===== src/rtl/button_debounce_multi.sv =====
// N-channel push-button conditioner. Each channel synchronises its raw input,
// debounces it with a saturating counter and derives press/release pulses,
// a press-toggled state, and long-press detection with optional auto-repeat.
// Channels share nothing but the clock and reset.
module button_debounce_multi #(
    parameter int N_CH         = 4,
    parameter bit ACTIVE_LOW   = 1'b1,
    parameter int SYNC_STAGES  = 2,
    parameter int DEBOUNCE_CYC = 1000000,
    parameter int LONG_CYC     = 50000000,
    parameter int REPEAT_CYC   = 10000000
) (
    input  logic            clk,
    input  logic            rst,
    input  logic [N_CH-1:0] button,
    output logic [N_CH-1:0] level,
    output logic [N_CH-1:0] press_pulse,
    output logic [N_CH-1:0] rel_pulse,
    output logic [N_CH-1:0] toggle,
    output logic [N_CH-1:0] long_pulse,
    output logic [N_CH-1:0] long_held,
    output logic [N_CH-1:0] rpt_pulse
);

    localparam int DW = $clog2(DEBOUNCE_CYC);
    localparam int HW = $clog2(LONG_CYC + 1);
    // A zero repeat period still needs a legal (1-bit) counter that stays idle.
    localparam int RW = (REPEAT_CYC > 0) ? $clog2(REPEAT_CYC + 1) : 1;

    localparam logic [DW-1:0] DEB_MAX  = DW'(DEBOUNCE_CYC - 1);
    localparam logic [HW-1:0] HOLD_MAX = HW'(LONG_CYC);
    localparam logic [RW-1:0] RPT_MAX  = RW'(REPEAT_CYC);
    localparam bit            RPT_EN   = (REPEAT_CYC != 0);

    typedef enum logic [1:0] {
        IDLE = 2'd0,
        HOLD = 2'd1,
        LONG = 2'd2
    } hold_state_t;

    genvar gi;
    generate
        for (gi = 0; gi < N_CH; gi++) begin : g_ch
            logic                   btn_norm;
            logic [SYNC_STAGES-1:0] sync_reg;
            logic                   sync_in;
            logic [DW-1:0]          deb_cnt_reg;
            logic [DW-1:0]          deb_cnt_next;
            logic                   level_reg;
            logic                   level_next;
            logic                   press_ev;
            logic                   rel_ev;
            logic                   press_reg;
            logic                   rel_reg;
            logic                   toggle_reg;
            hold_state_t            state_reg;
            logic [HW-1:0]          hold_cnt_reg;
            logic [RW-1:0]          rpt_cnt_reg;
            logic                   long_reg;
            logic                   held_reg;
            logic                   rpt_reg;

            // Normalise so that 1 always means pressed.
            assign btn_norm = ACTIVE_LOW ? ~button[gi] : button[gi];
            assign sync_in  = sync_reg[SYNC_STAGES-1];

            // Synchroniser chain; resets to released so reset exit is quiet.
            always_ff @(posedge clk) begin
                if (rst) begin
                    sync_reg <= '0;
                end else begin
                    sync_reg <= {sync_reg[SYNC_STAGES-2:0], btn_norm};
                end
            end

            // Debounce decision: any return to the current level restarts the count.
            always_comb begin
                level_next   = level_reg;
                deb_cnt_next = deb_cnt_reg;
                if (sync_in == level_reg) begin
                    deb_cnt_next = '0;
                end else if (deb_cnt_reg == DEB_MAX) begin
                    level_next   = ~level_reg;
                    deb_cnt_next = '0;
                end else begin
                    deb_cnt_next = deb_cnt_reg + DW'(1);
                end
            end

            // Edge events are taken from the level change itself so they line up with it.
            assign press_ev = level_next & ~level_reg;
            assign rel_ev   = ~level_next & level_reg;

            // Debounced level, press/release pulses and press-toggled state.
            always_ff @(posedge clk) begin
                if (rst) begin
                    deb_cnt_reg <= '0;
                    level_reg   <= 1'b0;
                    press_reg   <= 1'b0;
                    rel_reg     <= 1'b0;
                    toggle_reg  <= 1'b0;
                end else begin
                    deb_cnt_reg <= deb_cnt_next;
                    level_reg   <= level_next;
                    press_reg   <= press_ev;
                    rel_reg     <= rel_ev;
                    if (press_ev) begin
                        toggle_reg <= ~toggle_reg;
                    end
                end
            end

            // Hold tracker: long-press detection, then periodic repeat until release.
            always_ff @(posedge clk) begin
                if (rst) begin
                    state_reg    <= IDLE;
                    hold_cnt_reg <= '0;
                    rpt_cnt_reg  <= '0;
                    long_reg     <= 1'b0;
                    held_reg     <= 1'b0;
                    rpt_reg      <= 1'b0;
                end else begin
                    long_reg <= 1'b0;
                    rpt_reg  <= 1'b0;
                    case (state_reg)
                        IDLE: begin
                            if (press_ev) begin
                                state_reg    <= HOLD;
                                hold_cnt_reg <= HW'(1);
                            end
                        end
                        HOLD: begin
                            // Release takes priority over a long press maturing on the same edge.
                            if (rel_ev) begin
                                state_reg    <= IDLE;
                                hold_cnt_reg <= '0;
                            end else if (hold_cnt_reg == HOLD_MAX) begin
                                state_reg    <= LONG;
                                hold_cnt_reg <= '0;
                                long_reg     <= 1'b1;
                                held_reg     <= 1'b1;
                                rpt_cnt_reg  <= RW'(1);
                            end else begin
                                hold_cnt_reg <= hold_cnt_reg + HW'(1);
                            end
                        end
                        LONG: begin
                            if (rel_ev) begin
                                state_reg   <= IDLE;
                                held_reg    <= 1'b0;
                                rpt_cnt_reg <= '0;
                            end else if (RPT_EN) begin
                                if (rpt_cnt_reg == RPT_MAX) begin
                                    rpt_reg     <= 1'b1;
                                    rpt_cnt_reg <= RW'(1);
                                end else begin
                                    rpt_cnt_reg <= rpt_cnt_reg + RW'(1);
                                end
                            end
                        end
                        default: begin
                            state_reg    <= IDLE;
                            hold_cnt_reg <= '0;
                            rpt_cnt_reg  <= '0;
                            held_reg     <= 1'b0;
                        end
                    endcase
                end
            end

            assign level[gi]       = level_reg;
            assign press_pulse[gi] = press_reg;
            assign rel_pulse[gi]   = rel_reg;
            assign toggle[gi]      = toggle_reg;
            assign long_pulse[gi]  = long_reg;
            assign long_held[gi]   = held_reg;
            assign rpt_pulse[gi]   = rpt_reg;
        end
    endgenerate

endmodule


===== config.mk =====
export PLATFORM = sky130hd
export DESIGN_NAME = button_debounce_multi
export DESIGN_NICKNAME = d
export VERILOG_FILES = /design/src/rtl/button_debounce_multi.sv
export SDC_FILE = /design/constraint.sdc
export NUM_CORES = 1
export LEC_CHECK = 0
export CAP_MARGIN = 30
export CORE_ASPECT_RATIO = 1.1
export CORE_MARGIN = 1.5
export CORE_UTILIZATION = 55
export CTS_CLUSTER_DIAMETER = 30
export DETAILED_ROUTE_END_ITERATION = 7
export GPL_TIMING_DRIVEN = 1
export PLACE_DENSITY = 0.79
export SLEW_MARGIN = 20
export SYNTH_ARGS = -nofsm -noshare
export SYNTH_HDL_FRONTEND = slang
export SYNTH_SLANG_ARGS = --single-unit
export TNS_END_PERCENT = 10

===== constraint.sdc =====
create_clock -name clk -period 2.25 [get_ports clk]
set_input_delay 0.45 -clock clk [delete_from_list [all_inputs] [get_ports clk]]
set_output_delay 0.45 -clock clk [all_outputs]
set_load 0.01 [all_outputs]

* Word-level counts from Yosys, hierarchy flattened
Index checks and enable logic that the tools add are counted.
** Storage, ports and cells
- Register bits after elaboration :: 324
- Bits of input ports :: 6
- Output and inout port bits :: 28
- Word-level logic and storage cells :: 260
** Cells by class
- Add/subtract/negate cells :: 12
- Equal/unequal tests :: 44
- Muxes and demuxes :: 88
- Bitwise operators :: 36
- Reduce and logical (&&, ||, !) cells :: 32
** Operators with widths (number)
- $mux 24 :: 16
- $mux 26 :: 12
- $pmux 26 s3 :: 4
- $pmux 24 s3 :: 4
- $add 26x1->26 const B :: 4
- $eq 26x26->1 const B :: 4
- $add 24x1->24 const B :: 4
- $eq 24x24->1 const B :: 4
- $add 20x1->20 const B :: 4
- $eq 20x20->1 const B :: 4
- $reduce_or 3->1 :: 12
- $mux 2 :: 16
- $ne 2x2->1 const B :: 16
- $mux 1 :: 28
- $not 1->1 :: 28
- $pmux 2 s3 :: 4
- $reduce_and 3->1 :: 8
- $reduce_and 4->1 :: 4
- $ne 3x3->1 const B :: 4
- $pmux 1 s3 :: 4
- $and 1x1->1 :: 8
- $eq 2x1->1 const B :: 4
- $eq 2x2->1 const B :: 4
- $logic_not 2->1 :: 4
- other kinds (2) :: 8

* Depth between registers and ports, before layout
- Depth in word-level cells :: 7
- Depth in mapped cells :: 10
- Mapped depth without buffers :: 8

* Worst setup path after synthesis
Ideal clock, no wire load.
- Kind :: register to register
- From :: register g_ch[0].hold_cnt_reg[0]
- To :: register g_ch[0].rpt_cnt_reg[11]
- Setup time :: 0.070 ns
- Data arrival time :: 2.362 ns
- Required time :: 2.180 ns
- Path slack :: -0.182 ns
- Cell stages (with the launch flop) :: 10
- Path buffers :: 1
- Period minus slack after synthesis :: 2.432 ns
- Cell sequence :: dfxtp_1 -> inv_1 -> ha_1 -> or4bb_1 -> nor4_2 -> o311ai_1 -> a21o_1 -> buf_6 -> or4_1 -> a21oi_1
** On the way
- Cells in the longest elaborated chain, start to end :: 3
** Ends and longest elaborated chain
- from (decl) :: line 57 : logic [HW-1:0] hold_cnt_reg;
- from (signal assigned) :: line 144 : hold_cnt_reg <= hold_cnt_reg + HW'(1);
- $eq 26x26->1 :: line 137 : end else if (hold_cnt_reg == HOLD_MAX) begin
- $ne 2x2->1 (no source line)
- $reduce_and 3->1 (no source line)
- to (signal assigned) :: line 157 : rpt_cnt_reg <= rpt_cnt_reg + RW'(1);
- to (decl) :: line 58 : logic [RW-1:0] rpt_cnt_reg;
No other way between the ends.
A chain may end at the register's enable or synchronous reset.

* Worst setup path after layout
- From :: register g_ch[2].hold_cnt_reg[6]
- To :: register g_ch[2].rpt_cnt_reg[21]
** On the way
- Cells in the longest elaborated chain, start to end :: 3
** Ends and longest elaborated chain (line)
- from (decl) :: 57
- from (signal assigned) :: 144
- $eq 26x26->1 :: 137
- $ne 2x2->1 (no source line)
- $reduce_and 3->1 (no source line)
- to (signal assigned) :: 157
- to (decl) :: 58
No other way between the ends.

==> impl_metrics.json <==
{
  "status": "complete, but fails checks",
  "violations": "setup timing",
  "cp-startpoint": "g_ch[2].hold_cnt_reg[6]",
  "core_um2": 28900,
  "reg2reg_depth": 9,
  "drt_pre_antenna_iters": 6,
  "skew_ns": 0.0267,
  "syn2layout_area_growth_pct": 37.7,
  "postLayoutCoreUtil": 0.775,
  "synth_mux_area_frac": 0.00308,
  "wl_um": 47100,
  "reg2reg_slack_ns": -0.23,
  "dieArea_um2": 30600,
  "critical_path_class": "reg2reg",
  "met2_length_um": 23600,
  "synth_top_family_by_area": "simple AND/OR/NAND/NOR gates",
  "num-nets-final": 2288,
  "cts_max_level": 3,
  "hold_buffers": 0,
  "p_leak_nw": 7.83,
  "drt_iter0_drc": 1483,
  "fin_ws_ns": -0.232,
  "cts.sink_count": 324,
  "io_pins": 34,
  "place_area_um2": 18800,
  "antenna_found_initial": 0,
  "yosys.cell_types.count": 74,
  "routabilityCongestion": 0.915,
  "hold_violations": 0,
  "detail-route-antenna-nets": 0,
  "synthArstFlopShare": 0,
  "numPortBuffers": 33,
  "die_w_um": 167,
  "finalSetupViolCount": 73,
  "avgSynthCellArea_um2": 8.32,
  "cp_max_fo": 5,
  "top_layer": "met4",
  "synth_xor_area_frac": 0.0792,
  "grt_use_total": 0.284,
  "netlist_area_um2": 16300,
  "clk_pin_slew_ns": 0.05,
  "synth-adder-area-share": 0.0246,
  "slew_headroom": 0.584,
  "synth-edff-count": 0,
  "endpoint_kind": "flip-flop",
  "largest_reg_flops": 104,
  "place_ws_ns": -0.241,
  "drive_gt1_frac": 0.258,
  "cts_made_buffers": 74,
  "arrival_ns": 2.93,
  "die_h_um": 183,
  "start_kind": "flip-flop",
  "drc": 0,
  "fin_crit_sh": 1.10,
  "viasPerCell": 6.15,
  "ys_ff_latch": 324,
  "routed-via-count": 16442,
  "ir_drop_v": 0.000706,
  "timing.rr.start": "g_ch[2].hold_cnt_reg[6]",
  "fp-row-count": 65,
  "min_path_type": "in2reg",
  "final.min_clock_period_ns": 2.48,
  "synth_compound_area_frac": 0.132,
  "clkLatencyLatePin_ns": 0.58,
  "initial_core_util": 0.563,
  "root_buffer": "clkbuf_16",
  "yosysSeqAreaShare": 0.399,
  "cts_tree": "yes",
  "crit_end": "g_ch[2].rpt_cnt_reg[21]",
  "max_freq_mhz": 403,
  "n_antenna_cell": 0,
  "wl_met1_um": 19000,
  "route.met3.wl_um": 3010,
  "tightestPinTransition_ns": 0.619,
  "synth_cells": 1954,
  "synth_nets": 1992,
  "final_cell_area_um2": 22400,
  "max_cap_viol_count": 0,
  "grt_pass1_wl_um": 74000,
  "worstPathRequired_ns": 2.69,
  "power_density_nw_per_um2": 770,
  "wl_per_cell_um": 17.6,
  "overflow": 0,
  "grt_max_degree": 44,
  "p_total_mw": 17.2,
  "place_hpwl_um": 27400,
  "yosys_warnings": 0,
  "yosys.area_share.simple": 0.310,
  "rsz0062_at_grt": "true",
  "maxSlewViolCount": 0,
  "timing.rr.end": "g_ch[2].rpt_cnt_reg[21]",
  "ctsLongestPathBuffers": 3,
  "synth_flop_cell": "dfxtp_1",
  "grt_pass1_vias": 16184
}
worst min-delay path by stage:
stage,endpoint,slack (ns),start,cells after the start
floorplan,g_ch[0].sync_reg[1],0.41,g_ch[0].sync_reg[0],1
global placement,g_ch[3].sync_reg[1],0.43,g_ch[3].sync_reg[0],1
detailed placement,g_ch[1].sync_reg[1],0.44,g_ch[1].sync_reg[0],1
CTS,g_ch[0].rpt_cnt_reg[1],0.30,rst,2
global route,g_ch[0].held_reg,0.36,rst,2
finish,g_ch[0].rpt_cnt_reg[0],0.32,rst,2
cell type report:
type                       instances  area [um^2]
sequential                       324         6500
inverter                          79          297
timing repair buffer             324         2800
fill                            1704         6480
multi-input combinational       1447         9730
tap                              368          460
clock inverter                    41          531
clock buffer                      92         2070
cell families (layout without fill, tap and decap cells):
kind of cell | count (synthesis) | after routing
and+or+nand+nor | 928 | 928
AOI/OAI and AO/OA | 333 | 335
DFF | 324 | 324
buffers and inverters | 185 | 536
xor gates and xnor gates | 147 | 147
adders and majority gates | 32 | 32
muxes | 5 | 5
metal layers:
metal  track usage  up-vias
met4         0.131        0
met1         0.333     7847
met3        0.0535      164
li1              -     7730
met5             0        -
met2         0.502      701
power breakdown:
group,total (mW),leakage (nW),internal [mW],switching (mW)
Sequential,5.78,2.62,5.77,0.00809
Combinational,0.363,3.94,0.134,0.229
Clock,11.1,1.27,7.66,3.43
Total,17.2,7.83,13.6,3.67
worst max-delay path, cell delays in order (launching register included):
cell and delay [ns]:
dfxtp_2 0.31, nand4b_1 0.16, or4_4 0.49, a311o_2 0.35, a21o_4 0.24, buf_6 0.13
buf_16 0.13, o21ai_4 0.27, clkbuf_16 0.22, a21oi_2 0.04
through the flow:
stage	TNS, ns	cells	hold slack, ns
3_5_place_dp	-12.80	2526	0.441
2_1_floorplan	-4.54	1954	0.414
4_1_cts	-5.87	2665	0.301
3_3_place_gp	-5.71	2526	0.431
5_1_grt	-15.76	2675	0.361
6_report	-7.03	2675	0.320
timing repair:
item,CTS,global route
gates cloned,4,3
pin swaps,33,35
resized for setup,57,125
endpoints found under the setup margin,139,202
buffers inserted,2,7
cell usage in the layout, fill, tap and decap left out, drive strengths merged, types with 20 or more instances in the layout:
cell type      Yosys  final
nand2            141    141
xnor2             94     94
o31ai             34     34
a21oi            130    131
clkinv             0     20
clkbuf            56     94
buf               50    289
o21ai             57     57
dfxtp            324    324
inv               79     84
or4               39     39
or3               41     41
nor2             214    214
ha                32     32
nand4             84     84
o32ai             27     27
clkdlybuf4s50      0     32
nor3              73     73
xor2              53     53
and3              55     55
nand3            114    114
nor4              39     39
synth_stat cells, types with 39 or more instances:
library cell | n | area share
a21oi_1 | 129 | 0.040
and3_1 | 55 | 0.021
clkbuf_1 | 56 | 0.013
dfxtp_1 | 324 | 0.40
inv_1 | 79 | 0.018
nand2_1 | 140 | 0.032
nand3_1 | 114 | 0.035
nand4_1 | 82 | 0.032
nor2_1 | 214 | 0.049
nor3_1 | 73 | 0.022
o21ai_0 | 49 | 0.015
or3_1 | 41 | 0.016
or4_1 | 39 | 0.018
xnor2_1 | 94 | 0.051
xor2_1 | 53 | 0.029
Note: power is estimated with default switching activity, not from simulation.
